<file path="config.mk">
export PLATFORM = sky130hd
export DESIGN_NAME = alu_muldiv_seq
export DESIGN_NICKNAME = d
export VERILOG_FILES = /design/src/rtl/alu_pkg.sv /design/src/rtl/alu_muldiv_seq.sv
export SDC_FILE = /design/constraint.sdc
export NUM_CORES = 1
export LEC_CHECK = 0
export ABC_AREA = 1
export CAP_MARGIN = 20
export CORE_ASPECT_RATIO = 1.4
export CORE_UTILIZATION = 50
export DETAILED_ROUTE_END_ITERATION = 10
export PLACE_DENSITY = 0.9
export SKIP_CTS_REPAIR_TIMING = 1
export SLEW_MARGIN = 10
export SYNTH_ARGS = -nofsm -noshare
export SYNTH_HDL_FRONTEND = slang
export SYNTH_SLANG_ARGS = --single-unit
</file>
<file path="constraint.sdc">
create_clock -name clk -period 5.2 [get_ports clk]
set_input_delay 1.04 -clock clk [delete_from_list [all_inputs] [get_ports clk]]
set_output_delay 1.04 -clock clk [all_outputs]
set_load 0.01 [all_outputs]
</file>
<file path="src/rtl/alu_pkg.sv">
// Shared ALU definitions: control codes, muldiv request encodings and sequencer states.
package alu_pkg;

  localparam logic [3:0] ALU_ADD = 4'd0;
  localparam logic [3:0] ALU_SUB = 4'd1;
  localparam logic [3:0] ALU_AND = 4'd2;
  localparam logic [3:0] ALU_OR  = 4'd3;
  localparam logic [3:0] ALU_SLT = 4'd4;
  localparam logic [3:0] ALU_MUL = 4'd5;
  localparam logic [3:0] ALU_DIV = 4'd6;

  localparam logic [1:0] OP_MUL  = 2'b00;
  localparam logic [1:0] OP_DIVU = 2'b01;
  localparam logic [1:0] OP_REMU = 2'b10;

  localparam int unsigned N_ITER    = 32;
  localparam logic [5:0]  LAST_ITER = 6'(N_ITER - 1);

  // state | meaning
  // IDLE  | ready for a request
  // MUL   | shift-add iteration through the ALU
  // DIV   | restoring-divide iteration through the ALU
  // DONE  | result held until the consumer takes it
  typedef enum logic [1:0] {
    ST_IDLE = 2'd0,
    ST_MUL  = 2'd1,
    ST_DIV  = 2'd2,
    ST_DONE = 2'd3
  } state_e;

endpackage

</file>
<file path="src/rtl/alu_muldiv_seq.sv">
// Multi-cycle unsigned MUL/DIVU/REMU sequencer that borrows the core ALU for its
// ADD/SUB steps; the ALU itself lives outside and is muxed in while alu_own is high.
module alu_muldiv_seq
  import alu_pkg::*;
#(
  parameter int XLEN = 32
) (
  input  logic            clk,
  input  logic            rst_n,
  input  logic            req_valid,
  output logic            req_ready,
  input  logic [1:0]      req_op,
  input  logic [XLEN-1:0] req_a,
  input  logic [XLEN-1:0] req_b,
  output logic            rsp_valid,
  input  logic            rsp_ready,
  output logic [XLEN-1:0] rsp_data,
  output logic            alu_own,
  output logic [XLEN-1:0] alu_a,
  output logic [XLEN-1:0] alu_b,
  output logic [3:0]      alu_ctrl,
  input  logic [XLEN-1:0] alu_result
);

  state_e            state_q, state_d;
  logic [XLEN-1:0]   acc_q, acc_d;
  logic [XLEN-1:0]   opa_q, opa_d;
  logic [XLEN-1:0]   opb_q, opb_d;
  logic [XLEN-1:0]   div_q, div_d;
  logic [5:0]        cnt_q, cnt_d;
  logic [1:0]        op_q, op_d;

  logic              req_is_div;
  logic              last_iter;
  logic [XLEN-1:0]   sh;
  logic              ge;

  assign req_is_div = (req_op == OP_DIVU) || (req_op == OP_REMU);
  assign last_iter  = (cnt_q == LAST_ITER);
  assign sh         = {acc_q[XLEN-2:0], opb_q[XLEN-1]};
  // acc_q[31] stands in for the 33rd bit of the shifted remainder.
  assign ge         = acc_q[XLEN-1] | (sh >= div_q);

  always_ff @(posedge clk or negedge rst_n) begin
    if (!rst_n) state_q <= ST_IDLE;
    else        state_q <= state_d;
  end

  always_ff @(posedge clk or negedge rst_n) begin
    if (!rst_n) begin
      acc_q <= '0;
      opa_q <= '0;
      opb_q <= '0;
      div_q <= '0;
      cnt_q <= '0;
      op_q  <= '0;
    end else begin
      acc_q <= acc_d;
      opa_q <= opa_d;
      opb_q <= opb_d;
      div_q <= div_d;
      cnt_q <= cnt_d;
      op_q  <= op_d;
    end
  end

  always_comb begin
    state_d = state_q;
    unique case (state_q)
      ST_IDLE: if (req_valid) begin
        if (!req_is_div)      state_d = ST_MUL;
        else if (req_b == '0) state_d = ST_DONE;
        else                  state_d = ST_DIV;
      end
      ST_MUL:  if (last_iter) state_d = ST_DONE;
      ST_DIV:  if (last_iter) state_d = ST_DONE;
      ST_DONE: if (rsp_ready) state_d = ST_IDLE;
      default: state_d = ST_IDLE;
    endcase
  end

  always_comb begin
    acc_d = acc_q;
    opa_d = opa_q;
    opb_d = opb_q;
    div_d = div_q;
    cnt_d = cnt_q;
    op_d  = op_q;
    unique case (state_q)
      ST_IDLE: if (req_valid) begin
        op_d  = req_op;
        acc_d = '0;
        cnt_d = '0;
        if (!req_is_div) begin
          opa_d = req_a;
          opb_d = req_b;
        end else if (req_b == '0) begin
          opb_d = '1;
          acc_d = req_a;
        end else begin
          opb_d = req_a;
          div_d = req_b;
        end
      end
      ST_MUL: begin
        if (opb_q[0]) acc_d = alu_result;
        opa_d = opa_q << 1;
        opb_d = opb_q >> 1;
        cnt_d = cnt_q + 6'd1;
      end
      ST_DIV: begin
        acc_d = ge ? alu_result : sh;
        opb_d = {opb_q[XLEN-2:0], ge};
        cnt_d = cnt_q + 6'd1;
      end
      default: ;
    endcase
  end

  always_comb begin
    req_ready = (state_q == ST_IDLE);
    rsp_valid = (state_q == ST_DONE);
    rsp_data  = '0;
    alu_own   = 1'b0;
    alu_a     = '0;
    alu_b     = '0;
    alu_ctrl  = ALU_ADD;
    unique case (state_q)
      ST_MUL: begin
        alu_own  = 1'b1;
        alu_a    = acc_q;
        alu_b    = opa_q;
        alu_ctrl = ALU_ADD;
      end
      ST_DIV: begin
        alu_own  = 1'b1;
        alu_a    = sh;
        alu_b    = div_q;
        alu_ctrl = ALU_SUB;
      end
      ST_DONE: rsp_data = (op_q == OP_DIVU) ? opb_q : acc_q;
      default: ;
    endcase
  end

endmodule

</file>
==> results.sh <==
export IMPL_post_synth_num_cell_types=36
export IMPL_hold_path_class="reg2reg"
export IMPL_dp_slack_ns=1.478
export IMPL_cts_clk_slew_worst_paths_ns=0.06
export IMPL_yosysTopAreaCellShare=0.3608
export IMPL_status="finished with violations"
export IMPL_timing_slew_headroom=0.2582
export IMPL_max_clock_freq_mhz=233.5
export IMPL_synth_largest_area_cell="dfrtp_1"
export IMPL_mostFrequentLayoutCells="nand2_1, inv_1, clkdlybuf4s50_1"
export IMPL_mostFrequentLayoutCell="nand2_1"
export IMPL_whs_endpoint="div_q[17]"
export IMPL_gp_routability_congestion=0.8786
export IMPL_final_hold_viol_count=0
export IMPL_wl_microns=33110
export IMPL_floorplan_initialDensity=0.5124
export IMPL_die_x_microns=118.9
export IMPL_unrepaired_setup_endpoints_after_global_routing="false"
export IMPL_boundaryPins=205
export IMPL_reg2reg_from="acc_q[14]"
export IMPL_drc_violations=2
export IMPL_design_die_area_sq_um=19710
export IMPL_flow_area_growth_from_synthesis_pct=29.12
export IMPL_tightestPinTransition_ns=1.113
export IMPL_nets=1673
export IMPL_portBuffers=201
export IMPL_violations_in_the_final_reports="design-rule violations"
export IMPL_min_delay_start="div_q[17]"
export IMPL_fin_total_pwr_w=0.009274
export IMPL_worstPathRequired_ns=4.16
export IMPL_row_count=59
export IMPL_cts_tree="built"
export IMPL_postSynthCellCount=1382
export IMPL_postLayoutSetupSlackWorst_ns=0.9164
export IMPL_design_core_area_sq_um=18680
export IMPL_ctsHtreeMaxLevel=4
export IMPL_setup_viol=0
export IMPL_grt_first_pass_wirelength_microns=52820
export IMPL_synthesis_area_per_instance_sq_um=6.925
export IMPL_final_total_negative_setup_slack_ns=0
export IMPL_cp_start_kind="flop"
export IMPL_maxCapViolations=0
export IMPL_max_clock_path_buffers=2
export IMPL_irDropWorstVdd_uv=358.9
export IMPL_die_h_microns=165.7
export IMPL_number_of_vias_per_cell=6.018
export IMPL_clock_latency_ns=0.44
export IMPL_final_max_slew_viol_count=0
export IMPL_ant_nets=0
export IMPL_yosysWarningCount=0
export IMPL_worst_r2r_path_depth=13
export IMPL_detailed_place_hpwl_microns=22090
export IMPL_cts_made_buffers=17
export IMPL_p_per_area_nw_per_um2=750.5
export IMPL_critical_path_endpoint_type="output pin"
export IMPL_first_pass_iters=9
export IMPL_gr_overflow_total=0
export IMPL_track_usage=0.3419
export IMPL_grt_antenna_before_repair=0
export IMPL_detailroute_via_count=10770
export IMPL_fin_worst_skew_ns=0.01034
export IMPL_worstSetupPathType="reg2out"
export IMPL_regToRegSetupSlack_ns=1.75
export IMPL_worstPathMaxFanout=29
export IMPL_via_count_of_the_first_global_routing_pass=10560
export IMPL_grt_max_degree=102
export IMPL_worst_r2r_endpoint="acc_q[24]"
export IMPL_antenna_cells_inserted=0
export IMPL_fin_crit_sh=0.8238
export IMPL_synth_yosys_seq_area_share=0.3608
export IMPL_period_needed_ns=4.284
export IMPL_ys_ff_latch=138
export IMPL_wire_length_per_cell_after_detailed_routing_microns=18.50
export IMPL_synth_area_leaders="dfrtp_1, nand2_1, inv_1"
export IMPL_cts_root_buf="clkbuf_16"
export IMPL_postLayoutCoreUtil=0.6616
export IMPL_share_of_post_route_cells_with_drive_strength_above_1=0.04269
export IMPL_netlist_area_sq_um=9570
export IMPL_cts_sinks=138
export IMPL_static_leakage_power_nw=6.173
export IMPL_drt_first_iter_violations=1252
export IMPL_hold_path_cell_count=2
export IMPL_worst_path_arrival_ns=3.24
==> per-stage QoR <==
step	std cells	hold WS, ns	area (sq um)
6_report	1790	0.4845	12360
2_1_floorplan	1384	0.4530	9578
5_1_grt	1790	0.5073	12360
3_5_place_dp	1755	0.4728	11580
3_3_place_gp	1755	0.4650	11580
4_1_cts	1787	0.4874	12290
==> worst max-delay path by stage <==
| stage | slack [ns] | startpoint | to | cells after the start |
|---|---|---|---|---|
| finish | 0.92 | state_q[1] | alu_a[15] | 8 |
| global route | 0.75 | state_q[0] | alu_a[5] | 8 |
| CTS | 1.04 | state_q[0] | alu_a[11] | 8 |
| detailed placement | 1.48 | req_op[1] | acc_q[9] | 11 |
| global placement | 1.57 | req_op[1] | acc_q[8] | 10 |
| floorplan | 2.34 | state_q[0] | alu_b[20] | 7 |
==> Yosys cell counts (all sizes together) <==
library cell  number
o22ai             32
or2                2
nand4              6
conb               1
nor3               3
buf               47
o21bai            30
inv              240
nor4               4
ha                38
clkbuf            39
nor2              80
xor2               2
dfrtp            138
a221oi            30
a31oi             30
nand3             38
o221ai             1
o21ai            123
a22oi             32
a21oi            129
o21a               1
nand2            334
a21o               2
==> sequential cells by signal, indices dropped and copies added (netlist names) <==
| name | cells |
|---|---|
| cnt_q | 6 |
| opb_q | 32 |
| op_q | 2 |
| state_q | 2 |
| div_q | 32 |
| opa_q | 32 |
| acc_q | 32 |
==> metal layers <==
metal  vias up  part of all wire  GRT usage
met5         -                 0          0
met3       215             0.084    0.05406
li1       4830                 -          -
met1      4996              0.35     0.3852
met4         0             0.074     0.2631
met2       731              0.49     0.5762
==> report_power, final <==
| part | internal, W | switching [W] |
|---|---|---|
| combinational | 0.00228 | 0.00343 |
| clock | 0.00101 | 0.000476 |
| sequential | 0.00164 | 0.000443 |
| total | 0.00493 | 0.00435 |
==> worst max-delay path, cell delays in order (launching register included) <==
cell,delay [ns]
dfrtp_1,0.39
inv_1,0.12
ha_1,0.49
nand2_1,0.13
inv_2,0.45
buf_4,0.40
nand2_1,0.14
o21ai_0,0.10
clkdlybuf4s50_1,0.56
==> kinds of logic (layout without fill, tap and decap cells) <==
group / count (synthesis) / count (layout) / synth area share
AND/OR/NAND/NOR: 467 / 467 / 0.1951
AO/OA/AOI/OAI: 410 / 410 / 0.2527
adder cells (fa/ha/maj): 38 / 38 / 0.04968
XOR/XNOR: 2 / 2 / 0.001831
buffers and inverters: 326 / 488 / 0.1395
flip-flops: 138 / 138 / 0.3608
other: 1 / 3 / 0.0003918
==> layout make-up <==
class                           count  area, sq um
Fill cell                        1473         6320
Multi-Input combinational cell    920         4817
Sequential cell                   138         3453
Timing Repair Buffer              216         2166
Inverter                          240        900.9
Clock buffer                       20        446.7
Tap cell                          244        305.3
Clock inverter                     12        267.8
(Power assumes the default switching activity.)
